<file path="src/rtl/rv_pkg.sv">
// -----------------------------------------------------------------------------
// rv_pkg
//   Constants shared by the fetch stage and its helpers.
//     XLEN        default address/instruction width
//     NOP_INSTR   canonical NOP (addi x0, x0, 0), loaded into IF/ID on reset/flush
//     RESET_PC    default PC loaded at reset
//     SLOT_*      encodings of the IF/ID occupancy state (EMPTY / FULL)
// -----------------------------------------------------------------------------
package rv_pkg;

    localparam int unsigned XLEN      = 32;
    localparam logic [31:0] NOP_INSTR = 32'h0000_0013;
    localparam logic [31:0] RESET_PC  = 32'h0000_0000;

    // IF/ID occupancy; the FULL encoding doubles as id_valid.
    localparam logic [0:0] SLOT_EMPTY = 1'b0;
    localparam logic [0:0] SLOT_FULL  = 1'b1;

endpackage

</file>
<file path="src/rtl/fetch_perf_cnt.sv">
// -----------------------------------------------------------------------------
// fetch_perf_cnt
//   Two 32-bit saturating event counters for the fetch stage. Only built when
//   FETCH_PERF_CNT_EN is defined.
//   Ports:
//     clk             in   rising-edge clock
//     rst             in   asynchronous reset, active-high (clears both counters)
//     fetch_inc_i     in   count one committed fetch this cycle
//     stall_inc_i     in   count one backpressure stall cycle
//     perf_fetched_o  out  committed-fetch count, saturates at 32'hFFFFFFFF
//     perf_stall_o    out  stall-cycle count, saturates at 32'hFFFFFFFF
// -----------------------------------------------------------------------------
`ifdef FETCH_PERF_CNT_EN
module fetch_perf_cnt (
    input  logic        clk,
    input  logic        rst,
    input  logic        fetch_inc_i,
    input  logic        stall_inc_i,
    output logic [31:0] perf_fetched_o,
    output logic [31:0] perf_stall_o
);

    logic [31:0] fetched_q, fetched_d;
    logic [31:0] stall_q,   stall_d;

    always_comb begin
        fetched_d = fetched_q;
        stall_d   = stall_q;
        if (fetch_inc_i && (fetched_q != '1)) begin
            fetched_d = fetched_q + 32'd1;
        end
        if (stall_inc_i && (stall_q != '1)) begin
            stall_d = stall_q + 32'd1;
        end
    end

    always_ff @(posedge clk or posedge rst) begin
        if (rst) begin
            fetched_q <= '0;
            stall_q   <= '0;
        end else begin
            fetched_q <= fetched_d;
            stall_q   <= stall_d;
        end
    end

    assign perf_fetched_o = fetched_q;
    assign perf_stall_o   = stall_q;

endmodule
`endif

</file>
<file path="src/rtl/fetch_unit.sv">
// -----------------------------------------------------------------------------
// fetch_unit
//   Instruction fetch stage. Owns the PC, presents it to a combinational
//   instruction memory and registers {pc, instr} into the IF/ID register that
//   decode drains through a valid/ready handshake. Execute may redirect the PC.
//   Build option: FETCH_PERF_CNT_EN adds perf_fetched / perf_stall counters.
//   Ports:
//     clk             in   rising-edge clock
//     rst             in   asynchronous reset, active-high
//     fetch_en        in   1 = fetch may advance, 0 = hold PC, no new fetch
//     imem_addr       out  byte address to instr_mem (the PC register)
//     imem_instr      in   instr_mem data for imem_addr, same cycle
//     redirect_valid  in   branch/jump taken this cycle
//     redirect_pc     in   redirect target; bits [1:0] are ignored
//     id_valid        out  IF/ID holds a valid instruction
//     id_ready        in   decode accepts IF/ID this cycle
//     id_pc           out  PC of the instruction in IF/ID
//     id_instr        out  instruction in IF/ID
//     perf_fetched    out  (FETCH_PERF_CNT_EN) committed fetches
//     perf_stall      out  (FETCH_PERF_CNT_EN) cycles stalled by decode
// -----------------------------------------------------------------------------
module fetch_unit
    import rv_pkg::*;
#(
    parameter int unsigned       XLEN       = rv_pkg::XLEN,
    parameter logic [XLEN-1:0]   START_ADDR = XLEN'(RESET_PC)
) (
    input  logic            clk,
    input  logic            rst,
    input  logic            fetch_en,
    output logic [XLEN-1:0] imem_addr,
    input  logic [XLEN-1:0] imem_instr,
    input  logic            redirect_valid,
    input  logic [XLEN-1:0] redirect_pc,
    output logic            id_valid,
    input  logic            id_ready,
    output logic [XLEN-1:0] id_pc,
    output logic [XLEN-1:0] id_instr
`ifdef FETCH_PERF_CNT_EN
   ,output logic [31:0]     perf_fetched,
    output logic [31:0]     perf_stall
`endif
);

    localparam logic [XLEN-1:0] NOP_X      = XLEN'(NOP_INSTR);
    localparam logic [XLEN-1:0] ALIGN_MASK = ~XLEN'(3);
    localparam logic [XLEN-1:0] INSTR_STEP = XLEN'(4);

    logic [XLEN-1:0] pc_q,       pc_d;
    logic [0:0]      slot_q,     slot_d;
    logic [XLEN-1:0] id_pc_q,    id_pc_d;
    logic [XLEN-1:0] id_instr_q, id_instr_d;

    logic            full;
    logic            load;

    assign full = (slot_q == SLOT_FULL);

    // Slot is empty or is being drained this cycle, so a new fetch can land.
    assign load = fetch_en & (~full | id_ready);

    always_comb begin
        pc_d       = pc_q;
        slot_d     = slot_q;
        id_pc_d    = id_pc_q;
        id_instr_d = id_instr_q;

        if (redirect_valid) begin
            // Flush overrides everything, including a stalled slot; decode
            // still consumes the old contents if it was ready this cycle.
            pc_d       = redirect_pc & ALIGN_MASK;
            slot_d     = SLOT_EMPTY;
            id_instr_d = NOP_X;
        end else if (load) begin
            slot_d     = SLOT_FULL;
            id_pc_d    = pc_q;
            id_instr_d = imem_instr;
            pc_d       = pc_q + INSTR_STEP;
        end else if (id_ready) begin
            // Reached only with fetch_en=0: the slot drains and stays empty.
            slot_d     = SLOT_EMPTY;
        end
    end

    always_ff @(posedge clk or posedge rst) begin
        if (rst) begin
            pc_q       <= START_ADDR;
            slot_q     <= SLOT_EMPTY;
            id_pc_q    <= '0;
            id_instr_q <= NOP_X;
        end else begin
            pc_q       <= pc_d;
            slot_q     <= slot_d;
            id_pc_q    <= id_pc_d;
            id_instr_q <= id_instr_d;
        end
    end

    assign imem_addr = pc_q;
    assign id_valid  = full;
    assign id_pc     = id_pc_q;
    assign id_instr  = id_instr_q;

`ifdef FETCH_PERF_CNT_EN
    logic perf_fetch_inc;
    logic perf_stall_inc;

    assign perf_fetch_inc = load & ~redirect_valid;
    assign perf_stall_inc = fetch_en & full & ~id_ready;

    fetch_perf_cnt u_perf (
        .clk            (clk),
        .rst            (rst),
        .fetch_inc_i    (perf_fetch_inc),
        .stall_inc_i    (perf_stall_inc),
        .perf_fetched_o (perf_fetched),
        .perf_stall_o   (perf_stall)
    );
`else
    // No performance counters in this build.
`endif

endmodule

</file>
<file path="config.mk">
export PLATFORM = sky130hd
export DESIGN_NAME = fetch_unit
export DESIGN_NICKNAME = d
export VERILOG_FILES = /design/src/rtl/rv_pkg.sv /design/src/rtl/fetch_perf_cnt.sv /design/src/rtl/fetch_unit.sv
export SDC_FILE = /design/constraint.sdc
export NUM_CORES = 1
export LEC_CHECK = 0
export BUFFER_PORTS_ARGS = -buffer_cell sky130_fd_sc_hd__buf_2
export CORE_UTILIZATION = 44
export DETAILED_ROUTE_END_ITERATION = 7
export GPL_TIMING_DRIVEN = 0
export PLACE_DENSITY = 0.79
export REMOVE_ABC_BUFFERS = 1
export SYNTH_ARGS = -nofsm -noshare
export SYNTH_HDL_FRONTEND = slang
export SYNTH_SLANG_ARGS = --single-unit
export TNS_END_PERCENT = 1
</file>
<file path="constraint.sdc">
create_clock -name clk -period 2.9 [get_ports clk]
set_clock_uncertainty 0.2 [all_clocks]
set_input_delay 0.145 -clock clk [delete_from_list [all_inputs] [get_ports clk]]
set_output_delay 0.145 -clock clk [all_outputs]
set_load 0.005 [all_outputs]
</file>
==> flow_summary.ini <==
[logic_synthesis]
yosys_most_used_dff = dfrtp_1
synthesis.area_um2 = 4367
yosysSeqAreaShare = 0.5338
synth_cells = 446
async_reset_ff_frac = 1.000
yosysTopAreaCell = dfrtp_1
synth.area.top_cells = dfrtp_1 52%, mux2_2 7.7%, nand2_1 7.4%
ys_warn_count = 0
syn_avg_cell_area_um2 = 9.791
synth.most_common_cell = dfrtp_1
synth-seq-cells = 93
synth_cell_type_count = 45
synthTopCellsByCount = 90 x dfrtp_1, 86 x nand2_1, 30 x a21oi_1, 30 x mux2_2, 24 x nand3_1
yosysTopAreaCellShare = 0.5158
synth_edf_count = 0

[global_routing]
grt_use_met1 = 0.3238
grt_use_total = 0.2579
use_met2 = 0.4314
met3_usage = 0.04486
grt_first_pass_wirelength_um = 20470
grt_overflow_total = 0
grt.busiest_layer = met2
antenna_found_initial = 0
grt_pass1_vias = 4229
grt_max_degree = 80

[worst_setup_path]
cp_slowest_stage_delay_ns = 0.62
crit_family = simple AND/OR/NAND/NOR gates
critPathCaptureType = flip-flop
cp_slowest_cell = nor2_4
cp_data_arrival_time_ns = 2.67
crit_path_cell_trace = dlygate4sd3_1, buf_2, nand2b_1, nand2_2, nor2_4, mux2_2
crit_fanout = 35
worstPathBufferInverterCount = 2
startpoint_type = input pin
reg2reg_slack_ns = 0.33
crit_type = input pin to flip-flop
worst_ep_required_time_ns = 2.94

[timing]
hold_viol_final = 0
period_needed_ns = 2.633
worst_hold_slack_ns = 0.05096
max-slew-margin-rel = 0.1192
drv_slew = 0
period_share = 0.9080
worst_pin_slew_ns = 1.321
rsz0062_at_grt = false
setup_viol = 0
fmax_mhz = 379.8

[placement]
gp_congestion = 0.8322
post-place-cells = 705
io_buffers = 159
hpwl_um = 7771

[cells_and_area]
instances_no_fill = 787
drive_above_1_share = 0.3303
fin_nets = 722
area.growth.synth_to_final_pct = 39.34

[clocking]
cts_max_path_buffers = 2
h-tree-depth = 3
cts_inserted_buffers = 9
cts_tree = done
cts_sinks = 93
clkTransAtPathRegs_ns = 0.08
cts_setup_buffers = 0
root_buffer = clkbuf_8
clkLatencyLatePin_ns = 0.36

[hold_path]
min_path_type = input pin to flip-flop

[die]
placementRows = 35
initial_utilization = 0.4638
io_pins = 166
fp.dieH_um = 101.6
die-width_um = 101.6
core-area_um2 = 9415
die_area_um2 = 10330

[outcome]
status = complete, no violations

[route]
via_count = 4316
first_iter_violations = 261
final_antenna_net_count = 0
viasPerCell = 5.484
wire_per_inst_um = 16.24
drc = 0
first_pass_iters = 5
wl_um = 12780

[power]
p_leak_nw = 2.757
power_density_nw_per_um2 = 512.8
vdd_drop_max_mv = 0.3284

[flow_run]
maxCapViolations = 0
[power breakdown]
group	total (mW)	switching, mW	leakage (nW)	internal (mW)
clock	0.864	0.463	0.0858	0.401
sequential	1.59	0.135	1.13	1.46
combinational	0.662	0.310	1.54	0.352
total	3.12	0.907	2.76	2.21
[routing by layer]
metal,vias to the layer above,wire length (um)
li1,2007,-
met1,2084,5288
met2,189,6477
met3,36,631
met4,0,384
met5,-,0
[stage by stage]
| step | power, mW | instance area [um^2] | utilization | TNS (ns) | setup slack [ns] |
|---|---|---|---|---|---|
| after global placement | 2.168 | 5195 | 0.5518 | -127.75 | -1.469 |
| after detailed placement | 2.207 | 5233 | 0.5557 | -10.95 | -0.3592 |
| after global routing | 3.285 | 6082 | 0.6460 | 0 | 0.1090 |
| final | 3.120 | 6085 | 0.6462 | 0 | 0.2668 |
| after floorplan | 1.885 | 4238 | - | -10.66 | -0.3552 |
| after CTS | 3.139 | 6080 | 0.6457 | 0 | 0.05393 |
[cell type report]
class / instances / area, um^2
fillers: 781 / 3331
flip-flops and latches: 93 / 2331
multi-input cells: 319 / 1909
repair buffers: 224 / 1466
well taps: 129 / 161.4
clock buffers: 11 / 131.4
clock inverters: 5 / 61.31
inverters: 5 / 21.27
diodes: 1 / 2.502
[logic make-up (layout without fill, tap and decap cells)]
kind of cell    after synthesis  in the layout  share of synthesized area
xor+xnor                      6              6                    0.01203
flops                        93             93                     0.5338
fa+ha+maj                     1              1                   0.002865
mux                          31             31                    0.07966
compound gates               81             81                     0.1175
other cells                   1              5                  0.0008588
simple gates                195            196                     0.2169
buf+inv                      38            245                    0.03639
[worst min-delay path: cells and delay by family]
family | cells | cell delay [ns]
simple gates | 1 | 0.13
compound gates | 2 | 0.21
buf+inv | 1 | 0.08
[registers in the layout, summed over array words and instances, names as in the netlist]
signal / flops
id_pc: 30
id_instr: 32
imem_addr: 30
id_valid: 1
[cells in the final DEF (no fill, tap or decap), types with 7 or more instances in the layout]
cell / n
a21oi_1: 30
a31oi_1: 10
buf_2: 158
clkbuf_8: 9
dfrtp_1: 90
dlygate4sd3_1: 64
mux2_2: 30
nand2_1: 85
nand3_1: 24
nand4_1: 16
nor2_1: 20
nor3_1: 7
o21ai_0: 11
o31ai_1: 13
or4_1: 10
[worst paths after layout]
check                                 from       endpoint  cells past startpoint
setup / recovery                  id_ready       id_pc[7]                      6
hold / removal             redirect_pc[30]  imem_addr[30]                      4
setup reg to reg                  id_valid       id_pc[7]                      4
hold reg to reg                id_instr[1]    id_instr[1]                      2
max in group asynchronous              rst    id_instr[1]                      4
min in group asynchronous              rst   id_instr[27]                      3
[repair_timing]
item	in CTS	in global routing
endpoints found under the setup margin	30	0
hold buffers	64	0
gates resized for setup	2	0
endpoints found under the hold margin	153	0
Note: power is estimated with default switching activity, not from simulation.
